### config.mk
export PLATFORM = sky130hd
export DESIGN_NAME = bin2bcd_seq
export DESIGN_NICKNAME = d
export VERILOG_FILES = /design/src/rtl/bin2bcd_seq.sv
export SDC_FILE = /design/constraint.sdc
export NUM_CORES = 1
export LEC_CHECK = 0
export CAP_MARGIN = 20
export CORE_MARGIN = 4
export CORE_UTILIZATION = 35
export DETAILED_ROUTE_END_ITERATION = 6
export SETUP_SLACK_MARGIN = 0.4
export SLEW_MARGIN = 20
export SYNTH_ARGS = -nofsm -noshare
export SYNTH_HDL_FRONTEND = slang
export SYNTH_SLANG_ARGS = --single-unit
### constraint.sdc
create_clock -name clk -period 1.8 [get_ports clk]
set_clock_uncertainty 0.1 [all_clocks]
set_input_delay 0.18 -clock clk [delete_from_list [all_inputs] [get_ports clk]]
set_output_delay 0.18 -clock clk [all_outputs]
set_load 0.02 [all_outputs]
### src/rtl/bin2bcd_seq.sv
// rtl/bin2bcd_seq.sv - sequential 14-bit binary to 4-digit BCD converter, one double-dabble step per clock
// Inputs above 9999 are clamped to 9999 and flagged on ovf.
module bin2bcd_seq (
    input  logic        clk,
    input  logic        rst,
    input  logic        start,
    input  logic [13:0] bin,
    output logic        ready,
    output logic        done,
    output logic [3:0]  bcd0,
    output logic [3:0]  bcd1,
    output logic [3:0]  bcd2,
    output logic [3:0]  bcd3,
    output logic        ovf
);

    typedef enum logic [1:0] {
        IDLE  = 2'd0,
        SHIFT = 2'd1,
        DONE  = 2'd2
    } state_t;

    state_t      state, state_nxt;
    logic [13:0] bin_reg;
    logic [15:0] scratch;
    logic [15:0] adj;
    logic [29:0] shifted;
    logic [3:0]  cnt;
    logic        ovf_flag;

    // Per-digit add-3 correction, then a single left shift of {scratch, bin_reg}
    always_comb begin
        adj = scratch;
        for (int i = 0; i < 4; i++) begin
            if (scratch[4*i +: 4] >= 4'd5)
                adj[4*i +: 4] = scratch[4*i +: 4] + 4'd3;
        end
        shifted = {adj, bin_reg} << 1;
    end

    always_comb begin
        state_nxt = state;
        ready     = 1'b0;
        done      = 1'b0;
        case (state)
            IDLE: begin
                ready = 1'b1;
                if (start)
                    state_nxt = SHIFT;
            end
            SHIFT: begin
                if (cnt == 4'd13)
                    state_nxt = DONE;
            end
            DONE: begin
                done      = 1'b1;
                state_nxt = IDLE;
            end
            default: state_nxt = IDLE;
        endcase
    end

    always_ff @(posedge clk) begin
        if (rst) begin
            state    <= IDLE;
            bin_reg  <= '0;
            scratch  <= '0;
            cnt      <= '0;
            ovf_flag <= 1'b0;
            bcd0     <= '0;
            bcd1     <= '0;
            bcd2     <= '0;
            bcd3     <= '0;
            ovf      <= 1'b0;
        end else begin
            state <= state_nxt;
            case (state)
                IDLE: begin
                    if (start) begin
                        bin_reg  <= (bin > 14'd9999) ? 14'd9999 : bin;
                        ovf_flag <= (bin > 14'd9999);
                        scratch  <= '0;
                        cnt      <= '0;
                    end
                end
                SHIFT: begin
                    scratch <= shifted[29:14];
                    bin_reg <= shifted[13:0];
                    cnt     <= cnt + 4'd1;
                    // Visible outputs only move once the final digits are formed
                    if (cnt == 4'd13) begin
                        bcd0 <= shifted[17:14];
                        bcd1 <= shifted[21:18];
                        bcd2 <= shifted[25:22];
                        bcd3 <= shifted[29:26];
                        ovf  <= ovf_flag;
                    end
                end
                default: ;
            endcase
        end
    end

endmodule

==> results.toml, run 1 <==
[yosys]
share_of_the_synthesized_area_in_the_top_cell_type = 0.453
syn-mean-instance-area_um2 = 9.00
synth-seq-cells = 54
post_synth_num_cell_types = 38
synth_seq_area_share = 0.453
synth-warning-count = 0
post_synth_instance_area_um2 = 2380
yosys-top-cells-area = "sky130_fd_sc_hd__dfxtp_1 45%, sky130_fd_sc_hd__nor2_1 5.5%, sky130_fd_sc_hd__ha_1 5.2%"
syn-instance-count = 265
cell_type_contributing_the_most_total_cell_area_after_synthesis = "sky130_fd_sc_hd__dfxtp_1"
synth_nets = 292

[cells_and_area]
final_layout_size_suffix_gt1_frac = 0.475
layout.nets = 367
number_of_flip_flops_in_the_largest_register = 16
finalInstanceArea_um2 = 3970
antennaDiodeCount = 0
final_cells = 418
most_frequent_standard_cell_in_the_layout_excluding_fill_and_tap_cells = "sky130_fd_sc_hd__dfxtp_1"
syn_to_final_growth_pct = 66.4
most-common-layout-cells = "39 x sky130_fd_sc_hd__dfxtp_1, 31 x sky130_fd_sc_hd__nor2_1, 29 x sky130_fd_sc_hd__buf_4, 18 x sky130_fd_sc_hd__dlygate4sd2_1, 15 x sky130_fd_sc_hd__clkdlybuf4s50_1"
fillers = 541

[run]
drv.max_cap_violation_count = 0

[die]
fp.dieH_um = 90.5
dieArea_um2 = 8200
die-width_um = 90.5
num_io_pins = 36
starting_density_of_the_core = 0.367
rows = 29
core_area_um2 = 6490

[place]
globalplace.congestion = 0.814
post-place-cells = 378
count_of_buffers_inserted_at_the_top_level_ports = 35
detailed_place.area_um2 = 3080
dpl.hpwl_um = 4120

[drt]
avgRoutedWirePerCell_um = 16.9
detailroute.via_count = 2243
dr.first_iter.drc_count = 62
firstDrtPassIters = 4
wirelength_um = 7050
remaining_drc_errors = 0
drt.antenna.violating_nets = 0
vias_per_cell = 5.37

[clock_network]
cts_sinks = 54
clk_latency_ns = 0.31
tritoncts = "done"
post_cts_hold_buffer_count = 0
number_of_buffers_added_by_the_clock_tree_synthesis_step = 5
h-tree-depth = 2
cts.clk_slew.worst_paths_ns = 0.10
clock_tree.buffer_depth = 2
clockRootBuffer = "sky130_fd_sc_hd__clkbuf_8"

[critical_path]
cp_cell_sequence = "or3b_4 -> a21oi_4 -> o21ai_4 -> o221a_1"
worst_ep_arrival_time_ns = 1.62
rr_worst_depth = 4
worst_ep_required_time_ns = 1.91
startpoint_class = "flip-flop"
logic_depth_of_the_worst_path_buffers_included = 4
criticalPathCategory = "flip-flop to flip-flop"
cp_slowest_stage_delay_ns = 0.44
cp.buffers_inverters = 0
cp-end-kind = "flip-flop"
highest_fanout_seen_on_the_critical_path = 6
critical-path-slowest-cell = "sky130_fd_sc_hd__or3b_4"
worstReg2RegStart = "state[0]$_SDFFE_PP0P_"
setup.worst_path.start = "state[0]$_SDFFE_PP0P_"
critical_path.reg2reg.endpoint = "bin_reg[1]$_SDFFE_PP0P_"
critical_path.endpoint = "bin_reg[1]$_SDFFE_PP0P_"
reg2reg_setup_slack_ns = 0.29
worst_path_top_cell_family_by_delay = "compound AO/OA/AOI/OAI gates"

[sta]
final_max_slew_viol_count = 0
final.period_utilization = 0.838
slew_headroom = 0.714
tightest_slew_ns = 0.425
setup_violations = 0
setup_repair_after_global_routing_missed_its_margin = "true"
timing.final.crit_period_ns = 1.51
final_hold_viol_count = 0
timing.fmax_mhz = 663
timing.setup.tns_ns = 0

[global_routing]
grt_remaining_overflow = 0
grt_antenna_before_repair = 0
grt_first_pass_wirelength_um = 11100
grt_use_total = 0.166
first_global_vias = 2282
grt_start_max_net_pins = 20

[run_status]
run_status = "complete, no violations"

[pwr]
power.static_leakage_nw = 1.46
power-per-cell-area_nw_per_um2 = 600
vdd_drop_max_mv = 0.331

[worst_hold_path]
min-delay-path-class = "flip-flop to flip-flop"
area by class of cell:
class,count,area (µm²),area share
clock buffer,6,72.6,0.0183
sequential,54,1120,0.282
multi-input combinational,186,1760,0.443
inverter,12,68.8,0.0173
timing repair buffer,81,818,0.206
tap,77,96.3,0.0243
clock inverter,2,37.5,0.00946
where the power goes:
| group | switching (mW) | internal [mW] | total, mW |
|---|---|---|---|
| Sequential | 0.0248 | 1.22 | 1.24 |
| Clock | 0.411 | 0.416 | 0.826 |
| Combinational | 0.161 | 0.147 | 0.308 |
| Total | 0.597 | 1.78 | 2.38 |
per-layer routing:
metal / vias up / share of wire / global-route usage / wire length (µm)
met4: 0 / 0.013 / 0.0446 / 89
met1: 1071 / 0.43 / 0.212 / 3040
met5: - / 0 / 0 / 0
met3: 9 / 0.044 / 0.0325 / 307
li1: 1111 / - / - / -
met2: 52 / 0.51 / 0.284 / 3620
cells in the mapped netlist:
| cell | instances |
|---|---|
| sky130_fd_sc_hd__dfxtp_1 | 54 |
| sky130_fd_sc_hd__nor2_1 | 35 |
| sky130_fd_sc_hd__a21oi_1 | 23 |
| sky130_fd_sc_hd__inv_1 | 12 |
| sky130_fd_sc_hd__nand2_1 | 12 |
| sky130_fd_sc_hd__nand3_1 | 11 |
| sky130_fd_sc_hd__o2bb2ai_1 | 11 |
| sky130_fd_sc_hd__ha_1 | 10 |
| sky130_fd_sc_hd__a211oi_1 | 8 |
| sky130_fd_sc_hd__clkbuf_1 | 8 |
| sky130_fd_sc_hd__nor3b_1 | 8 |
| sky130_fd_sc_hd__o21ai_0 | 8 |
| sky130_fd_sc_hd__o22ai_1 | 8 |
| sky130_fd_sc_hd__nor3_1 | 7 |
| sky130_fd_sc_hd__nand2b_1 | 5 |
| sky130_fd_sc_hd__a22oi_1 | 4 |
| sky130_fd_sc_hd__buf_2 | 4 |
| sky130_fd_sc_hd__mux2_2 | 4 |
| sky130_fd_sc_hd__xnor2_1 | 4 |
| sky130_fd_sc_hd__o221a_1 | 3 |
| sky130_fd_sc_hd__o221ai_1 | 3 |
| sky130_fd_sc_hd__a222oi_1 | 2 |
| sky130_fd_sc_hd__buf_6 | 2 |
| sky130_fd_sc_hd__mux2i_1 | 2 |
| sky130_fd_sc_hd__nand4_1 | 2 |
| sky130_fd_sc_hd__nor4_1 | 2 |
| sky130_fd_sc_hd__or2_2 | 2 |
| sky130_fd_sc_hd__a21o_1 | 1 |
| sky130_fd_sc_hd__a21oi_4 | 1 |
| sky130_fd_sc_hd__a31oi_1 | 1 |
| sky130_fd_sc_hd__and3_1 | 1 |
| sky130_fd_sc_hd__nor2_4 | 1 |
| sky130_fd_sc_hd__nor2b_1 | 1 |
| sky130_fd_sc_hd__o211a_1 | 1 |
| sky130_fd_sc_hd__o21a_1 | 1 |
| sky130_fd_sc_hd__o21ai_1 | 1 |
| sky130_fd_sc_hd__o21ai_2 | 1 |
| sky130_fd_sc_hd__or3b_1 | 1 |
worst reg2reg max path: stages, from the launching register on:
cell and delay [ns]:
sky130_fd_sc_hd__dfxtp_4 0.37, sky130_fd_sc_hd__or3b_4 0.44, sky130_fd_sc_hd__a21oi_4 0.18, sky130_fd_sc_hd__o21ai_4 0.10, sky130_fd_sc_hd__o221a_1 0.21
per-stage QoR:
step	setup WS, ns	utilization	hold WS (ns)	power, mW
2_1_floorplan	0.228	-	0.201	1.41
3_5_place_dp	-0.126	0.474	0.359	1.51
6_report	0.291	0.611	0.376	2.38
4_1_cts	0.267	0.564	0.372	2.36
5_1_grt	0.251	0.611	0.386	2.48
3_3_place_gp	-0.112	0.474	0.350	1.51
timing repair:
item	4_1_cts	5_1_grt
pin swaps	28	17
endpoints found under the hold margin	0	0
endpoints found under the setup margin	70	52
buffers inserted	19	10
gates cloned	3	0
resized for setup	83	58
worst min-delay path by stage:
stage	endpoint	from	depth (start not counted)	slack [ns]
floorplan	bin_reg[10]$_SDFFE_PP0P_	bin[10]	2	0.20
global placement	scratch[13]$_SDFFE_PP0P_	scratch[13]$_SDFFE_PP0P_	1	0.35
detailed placement	bcd1[2]$_SDFFE_PP0P_	bcd1[2]$_SDFFE_PP0P_	2	0.36
CTS	bcd1[2]$_SDFFE_PP0P_	bcd1[2]$_SDFFE_PP0P_	2	0.37
global route	bin_reg[4]$_SDFFE_PP0P_	bin[4]	3	0.39
finish	bcd0[2]$_SDFFE_PP0P_	bcd0[2]$_SDFFE_PP0P_	2	0.38
kinds of logic after synthesis:
group                      synth area share
and+or+nand+nor                       0.179
AOI/OAI and AO/OA                     0.224
buffers and inverters                0.0493
DFF                                   0.453
xor gates and xnor gates             0.0147
adders and majority gates            0.0525
muxes                                0.0273
No activity file was read; power rests on OpenSTA's default activity.
==> run 2, diff against run 1 <==
Clock period 1.8 ns to 1.5 ns, I/O delays scaled along.
==> run 2 against run 1 <==
  * The run now ends with negative setup slack left
  * Register-to-register slack got worse by 0.31 ns
  * Hold slack got worse by 0.027 ns
  * Combinational power rose by 76%
  * Sequential power is 21% higher
  * Power rose by 25%
  * Non-clock buffer count increased by 31
  * Critical path depth is 2 higher
  * Via count up 9.5%
  * Core utilization is 8.6 points higher
  * Final cell count increased by 7.4%
  * Clock-buffer cell count increased by 1
  * Die area unchanged
  * Critical path type unchanged
==> results.toml, run 2 (same netlist as run 1, synthesis figures left out) <==
[run_status]
run_status = "finished, violations left"
failed_checks = "negative setup slack"

[place]
dpl.hpwl_um = 4370
count_of_buffers_inserted_at_the_top_level_ports = 35
globalplace.congestion = 0.770
pre_cts_ws_ns = -0.336

[critical_path]
startpoint_class = "flip-flop"
criticalPathCategory = "flip-flop to flip-flop"
worstReg2RegStart = "state[1]$_SDFFE_PP0P_"
rr_worst_depth = 6
worst_ep_required_time_ns = 1.64
cp-end-kind = "flip-flop"
worst_ep_arrival_time_ns = 1.66
critical_path.reg2reg.endpoint = "bcd0[1]$_SDFFE_PP0P_"
highest_fanout_seen_on_the_critical_path = 7
reg2reg_setup_slack_ns = -0.02

[cells_and_area]
most-common-layout-cells = "55 x sky130_fd_sc_hd__buf_4, 35 x sky130_fd_sc_hd__dfxtp_1, 25 x sky130_fd_sc_hd__buf_6, 24 x sky130_fd_sc_hd__nor2_1, 16 x sky130_fd_sc_hd__clkdlybuf4s50_1"
number_of_flip_flops_in_the_largest_register = 16
syn_to_final_growth_pct = 89.8
antennaDiodeCount = 0
most_frequent_standard_cell_in_the_layout_excluding_fill_and_tap_cells = "sky130_fd_sc_hd__buf_4"
fillers = 464
layout.nets = 398
final_layout_size_suffix_gt1_frac = 0.667

[die]
num_io_pins = 36
core_area_um2 = 6490
dieArea_um2 = 8200
fp.dieH_um = 90.5
starting_density_of_the_core = 0.367
die-width_um = 90.5
rows = 29

[drt]
avgRoutedWirePerCell_um = 18.5
vias_per_cell = 5.47
firstDrtPassIters = 4
detailroute.via_count = 2457
dr.first_iter.drc_count = 55
remaining_drc_errors = 0
wirelength_um = 8310
drt.antenna.violating_nets = 0

[run]
drv.max_cap_violation_count = 0

[pwr]
vdd_drop_max_mv = 0.501
power.static_leakage_nw = 1.67
power-per-cell-area_nw_per_um2 = 655
finalPower_mw = 2.96

[sta]
setup_violations = 7
final_hold_viol_count = 0
final.period_utilization = 1.01
tightest_slew_ns = 0.387
timing.final.crit_period_ns = 1.52
timing.fmax_mhz = 658
slew_headroom = 0.742
minimum_hold_slack_ns = 0.349
setup_repair_after_global_routing_missed_its_margin = "true"
final.setup.worst_slack_ns = -0.0207
final_max_slew_viol_count = 0

[global_routing]
grt_first_pass_wirelength_um = 12300
grt_start_max_net_pins = 21
first_global_vias = 2543
grt_antenna_before_repair = 0
grt_use_total = 0.183
grt_remaining_overflow = 0

[clock_network]
clock_tree.buffer_depth = 2
cts_sinks = 54
h-tree-depth = 2
tritoncts = "done"
clockRootBuffer = "sky130_fd_sc_hd__clkbuf_8"
cts.clk_slew.worst_paths_ns = 0.10
number_of_buffers_added_by_the_clock_tree_synthesis_step = 5
clk_latency_ns = 0.31

[worst_hold_path]
timing.hold.worst_path_depth = 3
hold-path-endpoint = "bin_reg[5]$_SDFFE_PP0P_"
min-delay-path-class = "primary input to flip-flop"
hold_path_startpoint = "bin[5]"
[run 2: repair_timing]
action | 4_1_cts | 5_1_grt
hold buffers | 0 | 0
pin swaps | 25 | 39
gates resized for setup | 166 | 97
setup endpoints to repair | 73 | 70
gates cloned | 5 | 2
buffers inserted | 28 | 12
[run 2: power by group]
part	switching [mW]	internal (mW)	total [mW]
Sequential	0.0336	1.47	1.50
Combinational	0.253	0.289	0.542
Clock	0.499	0.425	0.923
[run 2: metal layers]
layer	wire (µm)	vias to the layer above	track usage
met2	4440	57	0.331
met5	0	-	0
met1	3320	1210	0.210
met3	354	15	0.0433
li1	-	1175	-
met4	197	0	0.0625
[run 2: how the worst max path moves through the flow]
stage	start	endpoint	slack (ns)	cells past startpoint
2_1_floorplan	state[0]$_SDFFE_PP0P_	bin_reg[1]$_SDFFE_PP0P_	-0.07	6
5_1_grt	cnt[1]$_SDFFE_PP0P_	bcd1[3]$_SDFFE_PP0P_	-0.08	8
3_5_place_dp	start	cnt[3]$_SDFFE_PP0P_	-0.34	5
6_report	state[1]$_SDFFE_PP0P_	bcd0[1]$_SDFFE_PP0P_	-0.02	6
3_3_place_gp	start	cnt[3]$_SDFFE_PP0P_	-0.31	5
4_1_cts	scratch[1]$_SDFFE_PP0P_	bcd0[2]$_SDFFE_PP0P_	0.009	6
[run 2: through the flow]
stage / cells / cell area, µm² / TNS (ns) / utilization
floorplan: 265 / 2680 / -0.234 / -
global placement: 394 / 3290 / -4.05 / 0.506
detailed placement: 394 / 3290 / -4.43 / 0.506
CTS: 435 / 3990 / 0 / 0.614
global route: 449 / 4530 / -0.986 / 0.697
finish: 449 / 4530 / -0.0414 / 0.697
[run 2: critical path, stage by stage (launching register included)]
cell	delay, ns
sky130_fd_sc_hd__dfxtp_2	0.34
sky130_fd_sc_hd__buf_6	0.13
sky130_fd_sc_hd__nand2b_4	0.15
sky130_fd_sc_hd__nor2_4	0.26
sky130_fd_sc_hd__buf_12	0.20
sky130_fd_sc_hd__nand2_8	0.09
sky130_fd_sc_hd__o22ai_2	0.18
[run 2: final cells by class]
type                       instances  area, µm²  area share
clock buffer                       7       96.3      0.0213
clock inverter                     1       8.76     0.00194
inverter                          12       72.6      0.0160
multi-input combinational        186       1970       0.435
sequential                        54       1120       0.247
tap                               77       96.3      0.0213
timing repair buffer             112       1160       0.257
